--- config.mk ---
export PLATFORM = sky130hd
export DESIGN_NAME = sfx_voice_mixer
export DESIGN_NICKNAME = d
export VERILOG_FILES = /design/src/rtl/sfx_voice_mixer.sv
export SDC_FILE = /design/constraint.sdc
export NUM_CORES = 1
export LEC_CHECK = 0
export ABC_CLOCK_PERIOD_IN_PS = 3870
export BUFFER_PORTS_ARGS = -buffer_cell sky130_fd_sc_hd__buf_2
export CAP_MARGIN = 20
export CORE_MARGIN = 2
export CORE_UTILIZATION = 50
export DETAILED_ROUTE_END_ITERATION = 8
export PLACE_DENSITY = 0.68
export SETUP_SLACK_MARGIN = 0.1
export SLEW_MARGIN = 15
export SYNTH_ARGS = -nofsm -noshare
export SYNTH_HDL_FRONTEND = slang
export SYNTH_SLANG_ARGS = --single-unit
--- constraint.sdc ---
create_clock -name clk -period 3.87 [get_ports clk]
set_input_delay 0.774 -clock clk [delete_from_list [all_inputs] [get_ports clk]]
set_output_delay 0.774 -clock clk [all_outputs]
set_load 0.005 [all_outputs]
--- src/rtl/sfx_voice_mixer.sv ---
// Multi-voice sound-effect player: Avalon-programmed sound table, per-voice one-shot/loop playback
// from a shared synchronous ROM, saturating mono mix to the DAC once per codec advance strobe.
module sfx_voice_mixer #(
  parameter int NUM_VOICES = 2,
  parameter int NUM_SOUNDS = 4,
  parameter int DATA_W     = 16,
  parameter int ROM_AW     = 16
) (
  input  logic                  clk,
  input  logic                  reset,
  input  logic                  chipselect,
  input  logic                  read,
  input  logic                  write,
  input  logic [7:0]            address,
  input  logic [31:0]           writedata,
  output logic [31:0]           readdata,
  input  logic                  advance,
  output logic [ROM_AW-1:0]     rom_addr,
  input  logic [DATA_W-1:0]     rom_data,
  output logic [DATA_W-1:0]     dac_left,
  output logic [DATA_W-1:0]     dac_right,
  output logic [NUM_VOICES-1:0] voice_active,
  output logic                  irq
);

  localparam int VIW   = (NUM_VOICES > 1) ? $clog2(NUM_VOICES) : 1;
  localparam int ACC_W = DATA_W + $clog2(NUM_VOICES) + 1;

  // state   | meaning
  // S_IDLE  | wait for advance; hold dac at 0 while disabled
  // S_APPLY | consume pending triggers/stops, clear accumulator
  // S_ISSUE | present ROM address for voice vidx
  // S_CAPT  | accumulate ROM sample for voice vidx
  // S_OUT   | saturate to dac, step offsets, flag finished voices
  typedef enum logic [2:0] {S_IDLE, S_APPLY, S_ISSUE, S_CAPT, S_OUT} state_t;

  state_t                state_q, state_d;
  logic [VIW-1:0]        vidx_q, vidx_d;
  logic [ACC_W-1:0]      acc_q, acc_d;
  logic [DATA_W-1:0]     dac_q, dac_d;
  logic [31:0]           rd_q, rd_d;
  logic [1:0]            ctrl_q, ctrl_d;
  logic                  overrun_q, overrun_d;
  logic [NUM_VOICES-1:0] done_q, done_d, active_q, active_d, v_loop_q, v_loop_d;
  logic [NUM_VOICES-1:0] pend_q, pend_d, pend_stop_q, pend_stop_d, pend_loop_q, pend_loop_d;
  logic [3:0]            pend_snd_q [NUM_VOICES];
  logic [3:0]            pend_snd_d [NUM_VOICES];
  logic [ROM_AW-1:0]     start_tab_q [NUM_SOUNDS];
  logic [ROM_AW-1:0]     start_tab_d [NUM_SOUNDS];
  logic [ROM_AW-1:0]     len_tab_q [NUM_SOUNDS];
  logic [ROM_AW-1:0]     len_tab_d [NUM_SOUNDS];
  logic [ROM_AW-1:0]     v_start_q [NUM_VOICES];
  logic [ROM_AW-1:0]     v_start_d [NUM_VOICES];
  logic [ROM_AW-1:0]     v_len_q [NUM_VOICES];
  logic [ROM_AW-1:0]     v_len_d [NUM_VOICES];
  logic [ROM_AW-1:0]     v_off_q [NUM_VOICES];
  logic [ROM_AW-1:0]     v_off_d [NUM_VOICES];

  logic [NUM_VOICES-1:0] done_set;
  logic                  ovr_set;
  logic [ROM_AW-1:0]     snd_start, snd_len;
  logic [ACC_W-DATA_W:0] acc_hi;
  logic                  wr_en, rd_en;

  always_comb begin
    state_d     = state_q;
    vidx_d      = vidx_q;
    acc_d       = acc_q;
    dac_d       = dac_q;
    rd_d        = rd_q;
    ctrl_d      = ctrl_q;
    overrun_d   = overrun_q;
    done_d      = done_q;
    active_d    = active_q;
    v_loop_d    = v_loop_q;
    pend_d      = pend_q;
    pend_stop_d = pend_stop_q;
    pend_loop_d = pend_loop_q;
    pend_snd_d  = pend_snd_q;
    start_tab_d = start_tab_q;
    len_tab_d   = len_tab_q;
    v_start_d   = v_start_q;
    v_len_d     = v_len_q;
    v_off_d     = v_off_q;
    done_set    = '0;
    ovr_set     = 1'b0;
    snd_start   = '0;
    snd_len     = '0;
    acc_hi      = acc_q[ACC_W-1:DATA_W-1];
    rom_addr    = '0;
    wr_en       = chipselect & write;
    rd_en       = chipselect & read;

    if (advance && state_q != S_IDLE) ovr_set = 1'b1;

    case (state_q)
      S_IDLE: begin
        if (!ctrl_q[0]) dac_d = '0;
        else if (advance) state_d = S_APPLY;
      end
      S_APPLY: begin
        acc_d   = '0;
        vidx_d  = '0;
        state_d = S_ISSUE;
        for (int v = 0; v < NUM_VOICES; v++) begin
          snd_start = '0;
          snd_len   = '0;
          for (int s = 0; s < NUM_SOUNDS; s++) begin
            if (int'(pend_snd_q[v]) == s) begin
              snd_start = start_tab_q[s];
              snd_len   = len_tab_q[s];
            end
          end
          if (pend_q[v]) begin
            pend_d[v] = 1'b0;
            if (pend_stop_q[v] || snd_len == '0) begin
              active_d[v] = 1'b0;
            end else begin
              v_start_d[v] = snd_start;
              v_len_d[v]   = snd_len;
              v_off_d[v]   = '0;
              v_loop_d[v]  = pend_loop_q[v];
              active_d[v]  = 1'b1;
            end
          end
        end
      end
      S_ISSUE: begin
        rom_addr = v_start_q[vidx_q] + v_off_q[vidx_q];
        state_d  = S_CAPT;
      end
      S_CAPT: begin
        if (active_q[vidx_q])
          acc_d = acc_q + {{(ACC_W-DATA_W){rom_data[DATA_W-1]}}, rom_data};
        if (vidx_q == VIW'(NUM_VOICES - 1)) begin
          state_d = S_OUT;
        end else begin
          vidx_d  = vidx_q + 1'b1;
          state_d = S_ISSUE;
        end
      end
      S_OUT: begin
        // In range iff every bit above the DATA_W-1 sign bit matches it
        if ((&acc_hi) || !(|acc_hi)) dac_d = acc_q[DATA_W-1:0];
        else if (acc_q[ACC_W-1])     dac_d = {1'b1, {(DATA_W-1){1'b0}}};
        else                         dac_d = {1'b0, {(DATA_W-1){1'b1}}};
        for (int v = 0; v < NUM_VOICES; v++) begin
          if (active_q[v]) begin
            if (v_off_q[v] == v_len_q[v] - ROM_AW'(1)) begin
              if (v_loop_q[v]) begin
                v_off_d[v] = '0;
              end else begin
                active_d[v] = 1'b0;
                done_set[v] = 1'b1;
              end
            end else begin
              v_off_d[v] = v_off_q[v] + ROM_AW'(1);
            end
          end
        end
        state_d = S_IDLE;
      end
      default: state_d = S_IDLE;
    endcase

    // Bus writes come after APPLY so a TRIG landing in the APPLY cycle stays pending
    if (wr_en) begin
      case (address)
        8'h00: ctrl_d = writedata[1:0];
        8'h01: begin
          for (int v = 0; v < NUM_VOICES; v++) begin
            if (int'(writedata[2:0]) == v &&
                (writedata[17] || int'(writedata[11:8]) < NUM_SOUNDS)) begin
              pend_d[v]      = 1'b1;
              pend_stop_d[v] = writedata[17];
              pend_loop_d[v] = writedata[16];
              pend_snd_d[v]  = writedata[11:8];
            end
          end
        end
        8'h02: done_d = done_q & ~writedata[NUM_VOICES-1:0];
        8'h03: if (writedata[8]) overrun_d = 1'b0;
        default: begin
          for (int s = 0; s < NUM_SOUNDS; s++) begin
            if (address == 8'(16 + 2*s))      start_tab_d[s] = writedata[ROM_AW-1:0];
            else if (address == 8'(17 + 2*s)) len_tab_d[s]   = writedata[ROM_AW-1:0];
          end
        end
      endcase
    end

    if (rd_en) begin
      rd_d = '0;
      case (address)
        8'h00: rd_d[1:0] = ctrl_q;
        8'h02: rd_d[NUM_VOICES-1:0] = done_q;
        8'h03: begin
          rd_d[NUM_VOICES-1:0] = active_q;
          rd_d[8]              = overrun_q;
        end
        default: begin
          for (int s = 0; s < NUM_SOUNDS; s++) begin
            if (address == 8'(16 + 2*s))      rd_d[ROM_AW-1:0] = start_tab_q[s];
            else if (address == 8'(17 + 2*s)) rd_d[ROM_AW-1:0] = len_tab_q[s];
          end
        end
      endcase
    end

    done_d    = done_d | done_set;
    overrun_d = overrun_d | ovr_set;
  end

  always_ff @(posedge clk) begin
    if (reset) begin
      state_q     <= S_IDLE;
      vidx_q      <= '0;
      acc_q       <= '0;
      dac_q       <= '0;
      rd_q        <= '0;
      ctrl_q      <= '0;
      overrun_q   <= 1'b0;
      done_q      <= '0;
      active_q    <= '0;
      v_loop_q    <= '0;
      pend_q      <= '0;
      pend_stop_q <= '0;
      pend_loop_q <= '0;
      pend_snd_q  <= '{default: '0};
      start_tab_q <= '{default: '0};
      len_tab_q   <= '{default: '0};
      v_start_q   <= '{default: '0};
      v_len_q     <= '{default: '0};
      v_off_q     <= '{default: '0};
    end else begin
      state_q     <= state_d;
      vidx_q      <= vidx_d;
      acc_q       <= acc_d;
      dac_q       <= dac_d;
      rd_q        <= rd_d;
      ctrl_q      <= ctrl_d;
      overrun_q   <= overrun_d;
      done_q      <= done_d;
      active_q    <= active_d;
      v_loop_q    <= v_loop_d;
      pend_q      <= pend_d;
      pend_stop_q <= pend_stop_d;
      pend_loop_q <= pend_loop_d;
      pend_snd_q  <= pend_snd_d;
      start_tab_q <= start_tab_d;
      len_tab_q   <= len_tab_d;
      v_start_q   <= v_start_d;
      v_len_q     <= v_len_d;
      v_off_q     <= v_off_d;
    end
  end

  assign readdata     = rd_q;
  assign dac_left     = dac_q;
  assign dac_right    = dac_q;
  assign voice_active = active_q;
  assign irq          = ctrl_q[1] & (|done_q);

endmodule

## Yosys cells after proc, flatten, opt, wreduce, memory -nomap -nowiden

Cells that the tools add are included.

| word-level totals | value |
|---|---|
| memory bits (writable) | 0 |
| latch bits | 0 |
| logic and storage cells | 230 |
| register bits after elaboration | 301 |
| output and inout port bits | 83 |
| memories | 0 |
| memory bits (read-only) | 0 |

| operators by class | value |
|---|---|
| reduce and logical (&&, ||, !) cells | 45 |
| div/mod/pow operators | 0 |
| multipliers | 0 |
| shift-type cells | 0 |
| equal/unequal tests | 36 |
| order comparisons | 3 |
| multiplexer cells | 91 |
| bitwise gates (word level) | 15 |
| add/subtract/negate cells | 7 |

Operator list:

| operator | number |
|---|---|
| 2-to-1 mux 16 bit | 46 |
| == test 8 x 5 -> 1 bit (second input constant) | 8 |
| one-hot mux 32 bit (2 select lines) | 1 |
| one-hot mux 18 bit (2 select lines) | 1 |
| adder 16 x 1 -> 16 bit (second input constant) | 2 |
| == test 16 bit | 2 |
| zero test 16 bit | 2 |
| one-hot mux 16 bit (2 select lines) | 1 |
| subtractor 16 x 1 -> 16 bit (second input constant) | 2 |
| AND reduction 3 bit | 9 |
| 2-to-1 mux 1 bit | 25 |
| inequality test 2 bit (second input constant) | 10 |
| adder 18 bit | 1 |
| 2-to-1 mux 18 bit | 1 |
| adder 16 bit | 1 |
| == test 4 x 3 -> 1 bit (second input constant) | 4 |
| == test 8 x 2 -> 1 bit (second input constant) | 2 |
| AND reduction 4 bit | 4 |
| 2-to-1 mux 2 bit | 6 |
| one-hot mux 3 bit (4 select lines) | 1 |
| AND reduction 2 bit | 6 |
| AND reduction 5 bit | 2 |
| == test 3 x 2 -> 1 bit (second input constant) | 3 |
| 2-to-1 mux 3 bit | 3 |
| other kinds (32) | 54 |

## Longest topological paths before layout

Gate-level depths: netlist (run 1).

| depth | value |
|---|---|
| word-level depth | 11 |
| gate-level depth with buffers | 14 |
| gate-level depth less buffers | 12 |

## Worst setup path before layout (run 1)

OpenSTA, ideal clock, no wires.

| timing path | value |
|---|---|
| path kind | reg-to-output |
| start | register vidx_q |
| end | output rom_addr[14] |
| arrival | 3128 ps |
| stages on the path, launching flop included | 14 |
| path buffers | 1 |
| data required time | 3096 ps |
| setup slack | -32 ps |
| cell sequence | dfxtp_1 buf_1 mux2_2 ha_1 fa_1 a21o_1 a21oi_1 nor2_1 o21a_1 o22ai_1 o21ai_0 o41ai_1 o21ai_0 mux2i_1 |

| between the ends | value |
|---|---|
| cells in the longest elaborated chain, start to end | 6 |
| elaborated cells on any way between the ends | 9 |
| classes of those cells | 1 x add/sub; 7 x mux; 1 x bitwise |

RTL lines:

| element | line | RTL |
|---|---|---|
| from (decl) | 38 | `logic [VIW-1:0] vidx_q, vidx_d;` |
| from (signal assigned) | 237 | `vidx_q <= vidx_d;` |
| NOT 1 -> 2 bit (implied by the code) (*) | 129 | `rom_addr = v_start_q[vidx_q] + v_off_q[vidx_q];` |
| 2-to-1 mux 16 bit (implied by the code) (3 in series) | 129 |  |
| adder 16 bit (*) | 129 |  |
| 2-to-1 mux 16 bit (*) | 96 | `case (state_q)` |
| to (decl) | 18 | `output logic [ROM_AW-1:0] rom_addr,` |

Mark *: on every way between the ends. The rest lies on a longest branch, timed or not. The select of a mux whose other input is x is not followed.

## Final worst setup path (run 1)

| timing path | value |
|---|---|
| start | register vidx_q |
| end | output rom_addr[12] |

Same word-level chain as after synthesis.

==> out/qor.yml, run 1 <==
result_of_the_run: "complete, but fails checks"
violations: "negative setup slack"
first_global_vias: 15500
synth_cell_type_count: 79
worstHoldPathCells: 2
cts.htree.levels: 2
layout.filler_cells: 3094
cts_inserted_buffers: 35
synth_top_area_frac: 0.348
ys_warn_count: 0
row_count: 68
launching_point_of_the_worst_reg2reg_path: "v_len_q[16]"
worst_r2r_endpoint: "v_off_q[26]"
synthTopCellsByArea: "dfxtp_1, nand2_1, mux2i_1, a21oi_1, mux4_2"
setup_ws_ns: -0.354
synthMostInstantiatedCell: "nand2_1"
share_comb_of_total_power: 0.034
worst_case_clock_buffer_depth: 3
synth.ff_latch_count: 301
post_synth.cell_area_avg_um2: 8.15
wirelength_mm: 58.4
tritoncts: "done"
timing_max_transition_violations_final: 0
numPlacedInstances: 2615
cts_hold_buffers: 0
detailedRoute.firstIterationViolations: 1624
hold_end: "v_start_q[27]"
peak_supply_drop_mv: 0.375
critical_path.slowest_cell: "dfxtp_4"
final_antenna_net_count: 0
seq_power_share: 0.456
stdcell_count: 2689
netSwitchingFraction: 0.221
hpwlAfterDp_mm: 41.6
yosys-top-cells-count: "nand2_1, dfxtp_1, a21oi_1, nor2_1, mux2i_1"
relative_contribution_of_the_clock_network_to_total_power: 0.509
initial_core_util: 0.505
synth_edf_count: 0
finalCritPeriodShare: 1.09
global_placer_s_final_weighted_congestion: 0.969
r2r_setup_slack_ns: 0.31
initial_antenna_violation_count: 0
insertedDiodeCount: 0
detail_route.wl_per_cell_um: 21.7
worst_skew_pair.late_latency_ns: 0.53
setup-violations-final: 7
final_net_count: 2308
path_cells: "buf_6 > mux2_4 > ha_4 > fa_2 > a21o_1 > a21oi_2 > nor2_2 > o21a_4 > o22ai_4 > o21ai_2 > o41ai_2 > buf_4 > xor2_1 > nor2_1 > buf_2"
skew_ns: 0.0202
netlist.top_cell.by_area: "dfxtp_1"
finalHoldWorstSlack_ns: 0.456
crit_path_start_kind: "flip-flop"
maxClockFrequency_ghz: 0.237
numClockSinks: 301
r2r.worst_path.cells: 9
clock_tree_root_buffer_cell: "clkbuf_16"
layout_min_cycle_time_ns: 4.22
io_pins: 145
routed-via-count: 16400
die_w_um: 190
rsz_0062_raised_after_global_routing: "true"
powerDensity_nw_per_um2: 342
power.static_leakage_nw: 7.45
async_set_or_reset_register_ratio_after_synthesis: 0
crit_path_max_incr_delay_ns: 0.40
post_route_cells_drive_above_1_share: 0.178
crit_type: "flip-flop to primary output"
critical_path.startpoint: "vidx_q"
min_path_type: "flip-flop to flip-flop"
grt_pass1_wl_mm: 90.7
switchingPower_w: 0.00150
drt-pass1-iter-count: 5
core_region_area_um2: 34300
slew_headroom: 0.230
global_route.overflow_total: 0
grt_start_max_net_pins: 138
holdCritStartpoint: "v_start_q[27]"
synthesis.area_um2: 17300
worst-endpoint-required_ns: 3.10
maximum_fanout_encountered_on_the_critical_timing_path: 6
drcViolationCount: 0
worst-endpoint-arrival_ns: 3.45
post_synth_inst_count: 2123
syn_to_final_growth_pct: 15.3
final-hold-violation-count: 0
track_usage: 0.322
floorplan.die_area_um2: 36100
ys.flop_type: "dfxtp_1"
portBuffers: 114
internal-power_w: 0.00531
number_of_max_cap_violations: 0
setup.worst_path.end_class: "primary output"
ys_seq_area_frac: 0.348
y_dimension_of_the_die_um: 190
worst_slew_pin_slew_ns: 1.15
avgViaCountPerCell: 6.08
clock_slew_at_reported_path_ffs_ns: 0.06
-- kinds of logic after synthesis --
group	synth area share
other cells	0.000217
fa+ha+maj	0.0283
mux	0.143
buf+inv	0.0552
flops	0.348
compound gates	0.165
xor+xnor	0.0451
simple gates	0.215
-- power by group through the flow --
stage          Combinational, W  Sequential, W  Clock, W
5_1_grt                0.000250        0.00311   0.00366
2_1_floorplan          0.000156        0.00318         0
6_report               0.000232        0.00311   0.00347
3_5_place_dp           0.000228        0.00318         0
4_1_cts                0.000229        0.00311   0.00351
3_3_place_gp           0.000226        0.00318         0
-- what timing repair did --
item	CTS	global route
setup endpoints to repair	11	10
gates resized for setup	33	13
buffers inserted	12	4
pin swaps	19	8
-- cell type report --
cell class | count | area [um2] | share of cell area
multi-input cells | 1633 | 10600 | 0.533
flip-flops and latches | 301 | 6030 | 0.302
repair buffers | 217 | 1430 | 0.0717
clock buffers | 55 | 1090 | 0.0548
well taps | 455 | 569 | 0.0285
clock inverters | 8 | 120 | 0.00602
inverters | 20 | 75.1 | 0.00376
-- registers in the layout (all words and copies together) (netlist names), 2 cells and up --
| name | flops |
|---|---|
| v_off_q | 32 |
| state_q | 3 |
| done_q | 2 |
| len_tab_q | 64 |
| v_len_q | 32 |
| voice_active | 2 |
| ctrl_q | 2 |
| readdata | 16 |
| start_tab_q | 64 |
| pend_q | 2 |
| dac_left | 16 |
| acc_q | 18 |
| pend_snd_q | 8 |
| v_start_q | 32 |
| pend_loop_q | 2 |
| pend_stop_q | 2 |
| v_loop_q | 2 |
-- stage by stage --
stage	cell area, um2	power, W	util	worst slack [ns]	TNS (ns)
floorplan	17400	0.00334	-	0.187	0
global placement	18400	0.00341	0.537	-0.296	-1.12
detailed placement	18400	0.00341	0.537	-0.325	-1.30
CTS	19900	0.00686	0.580	-0.438	-1.96
global route	20000	0.00702	0.582	-0.508	-2.63
finish	20000	0.00682	0.582	-0.354	-1.59
-- worst max-delay path: cells and delay by family (launching register included) --
family | cells | cell delay (ns)
compound gates | 6 | 1.01
fa+ha+maj | 2 | 0.53
buf+inv | 3 | 0.42
flops | 1 | 0.40
mux | 1 | 0.30
xor+xnor | 1 | 0.14
simple gates | 2 | 0.13
-- per-layer routing --
metal,share of wire,track usage
met1,0.43,0.438
met2,0.45,0.522
met3,0.075,0.0398
met4,0.044,0.127
met5,0,0
-- placed cells by master (no fill, tap or decap), types with 42 or more instances in the layout --
cell type and instances:
a21oi_1 219, a22oi_1 42, buf_2 113, buf_4 94, dfxtp_1 298, mux2i_1 133
nand2_1 421, nand3_1 56, nor2_1 156, o21ai_0 57, xnor2_1 58
-- how the worst max path moves through the flow --
stage,end,slack [ns],depth (start not counted)
6_report,rom_addr[12],-0.35,15
5_1_grt,rom_addr[12],-0.51,15
4_1_cts,rom_addr[12],-0.44,15
3_5_place_dp,rom_addr[12],-0.33,15
3_3_place_gp,rom_addr[12],-0.30,15
2_1_floorplan,rom_addr[14],0.19,13
No activity file was read; power rests on OpenSTA's default activity.
==> run 2, diff against run 1 <==
--- a/config.mk
+++ b/config.mk
@@ -5,12 +5,12 @@
 export SDC_FILE = /design/constraint.sdc
 export NUM_CORES = 1
 export LEC_CHECK = 0
-export ABC_CLOCK_PERIOD_IN_PS = 3870
 export BUFFER_PORTS_ARGS = -buffer_cell sky130_fd_sc_hd__buf_2
 export CAP_MARGIN = 20
 export CORE_MARGIN = 2
 export CORE_UTILIZATION = 50
 export DETAILED_ROUTE_END_ITERATION = 8
+export GPL_TIMING_DRIVEN = 0
 export PLACE_DENSITY = 0.68
 export SETUP_SLACK_MARGIN = 0.1
 export SLEW_MARGIN = 15
==> out/qor.yml, run 2 (synthesis gave the netlist of run 1 again) <==
maxClockFrequency_ghz: 0.231  # -2.5%
layout.cells.most_common_list: "nand2_1, dfxtp_1, a21oi_1"
final_antenna_net_count: 0  # unchanged
powerDensity_nw_per_um2: 337  # -1.3%
placed_cell_area_um2: 18500  # +0.28%
pre_cts_slack_ns: -0.886  # -0.561 ns
wirelength_mm: 64.3  # +10%
violations: "negative setup slack"
clock_slew_at_reported_path_ffs_ns: 0.06  # about the same
detail_route.wl_per_cell_um: 23.2  # +6.8%
worst-endpoint-arrival_ns: 3.56  # +0.11 ns
grt_pass1_wl_mm: 96.3  # +6.1%
global_placer_s_final_weighted_congestion: 1.02  # +5.6%
crit_path_start_kind: "flip-flop"
io_pins: 145  # unchanged
utilization: 0.582  # +0.000584
maximum_fanout_encountered_on_the_critical_timing_path: 6  # unchanged
peak_supply_drop_mv: 0.308  # -18%
cts_hold_buffers: 0  # unchanged
stdcell_count: 2775  # +3.2%
worst-endpoint-required_ns: 3.10  # about the same
p_total_w: 0.00674  # -1.2%
setup-violations-final: 9  # +2
routed-via-count: 17100  # +4.3%
reg.largest.list: "len_tab_q: 64 flops, start_tab_q: 64 flops"
worst_skew_pair.late_latency_ns: 0.54  # about the same
skew_ns: 0.0184  # -0.00183 ns
core_region_area_um2: 34300  # unchanged
post_route_cells_drive_above_1_share: 0.151  # -0.0273
global_route.overflow_total: 0  # unchanged
worst_case_clock_buffer_depth: 3  # unchanged
detailedRoute.firstIterationViolations: 1615  # -0.55%
power.static_leakage_nw: 7.39  # -0.85%
track_usage: 0.351  # +0.0289
portBuffers: 103  # -9.6%
hpwlAfterDp_mm: 49.0  # +18%
finalCritPeriodShare: 1.12  # +0.0280
initial_core_util: 0.505  # unchanged
min_path_type: "flip-flop to flip-flop"
cts_inserted_buffers: 35  # unchanged
tritoncts: "done"
setup_ws_ns: -0.462  # -0.108 ns
first_global_vias: 16100  # +4.0%
die_w_um: 190  # unchanged
insertedDiodeCount: 0  # unchanged
grt_start_max_net_pins: 13  # -91%
setup.worst_path.end_class: "primary output"
avgViaCountPerCell: 6.15  # +1.1%
number_of_max_cap_violations: 0  # unchanged
rsz_0062_raised_after_global_routing: "true"
worst_slew_pin_slew_ns: 1.05  # -0.104 ns
final_net_count: 2396  # +3.8%
numClockSinks: 301  # unchanged
final-hold-violation-count: 0  # unchanged
syn_to_final_growth_pct: 15.4
initial_antenna_violation_count: 0  # unchanged
layout.cells.most_common: "nand2_1"
drcViolationCount: 0  # unchanged
crit_type: "flip-flop to primary output"
y_dimension_of_the_die_um: 190  # unchanged
drt-pass1-iter-count: 5  # unchanged
timing_max_transition_violations_final: 0  # unchanged
layout_min_cycle_time_ns: 4.33  # +0.108 ns
cts.htree.levels: 2  # unchanged
numPlacedInstances: 2698  # +3.2%
row_count: 68  # unchanged
post-route-cell-area_um2: 20000  # +0.10%
clock_tree_root_buffer_cell: "clkbuf_16"
slew_headroom: 0.302  # +0.0719
floorplan.die_area_um2: 36100  # unchanged
result_of_the_run: "complete, but fails checks"
-- run 2: cell count changes in the layout (fill, tap and decap cells not counted), moves of 5 or more --
cell	change
buf_12	-5
clkbuf_2	+6
buf_1	+13
buf_4	-41
clkbuf_1	+113
-- run 2: worst max-delay path, cell delays in order (launching register included) --
cell     delay (ns)
dfxtp_2        0.33
buf_6          0.13
mux2_4         0.33
ha_4           0.17
fa_2           0.34
a21o_1         0.18
a21oi_2        0.20
nor2_2         0.06
o21a_2         0.23
o22ai_2        0.16
o21ai_2        0.09
o41ai_2        0.28
buf_4          0.18
xor2_1         0.14
nor2_1         0.05
buf_2          0.15
-- run 2: worst paths after layout --
check	depth (start not counted)	endpoint	start	slack (ns)
worst max-delay path	15	rom_addr[12]	vidx_q	-0.46
worst min-delay path	2	v_start_q[28]	v_start_q[28]	0.45
worst max register to register	10	v_off_q[24]	pend_snd_q[4]	0.33
worst min register to register	2	v_start_q[28]	v_start_q[28]	0.45
-- run 2: stage by stage --
stage          hold WS [ns]  TNS, ns
4_1_cts               0.453    -2.21
2_1_floorplan         0.431        0
6_report              0.451    -2.48
3_5_place_dp          0.445    -3.29
3_3_place_gp          0.440    -3.16
5_1_grt               0.469    -3.65
-- run 2: repair_timing --
action	4_1_cts	5_1_grt
setup buffers	11	4
setup endpoints to repair	31	37
pin swaps	13	8
resized for setup	42	15
-- run 2: layer usage --
metal / share of wire / GRT usage / up-vias / routed length, um
met5: 0 / 0 / - / 0
met4: 0.049 / 0.172 / 0 / 3180
met3: 0.087 / 0.0596 / 207 / 5620
met2: 0.45 / 0.559 / 891 / 29100
met1: 0.41 / 0.462 / 8122 / 26400
li1: - / - / 7837 / -
-- run 2: cell type report --
cell class                      instances  area [um2]
Buffer                                184         917
Clock buffer                           51        1040
Clock inverter                         10         108
Fill cell                            3207       14300
Inverter                               20        75.1
Multi-Input combinational cell       1633       10600
Sequential cell                       301        6030
Tap cell                              455         569
Timing Repair Buffer                  121         657
-- run 2: where the power goes --
group	internal, W	total (W)	switching, W
Combinational	0.0000853	0.000286	0.000200
Sequential	0.00311	0.00312	0.00000704
Clock	0.00200	0.00334	0.00134
Total	0.00519	0.00674	0.00155
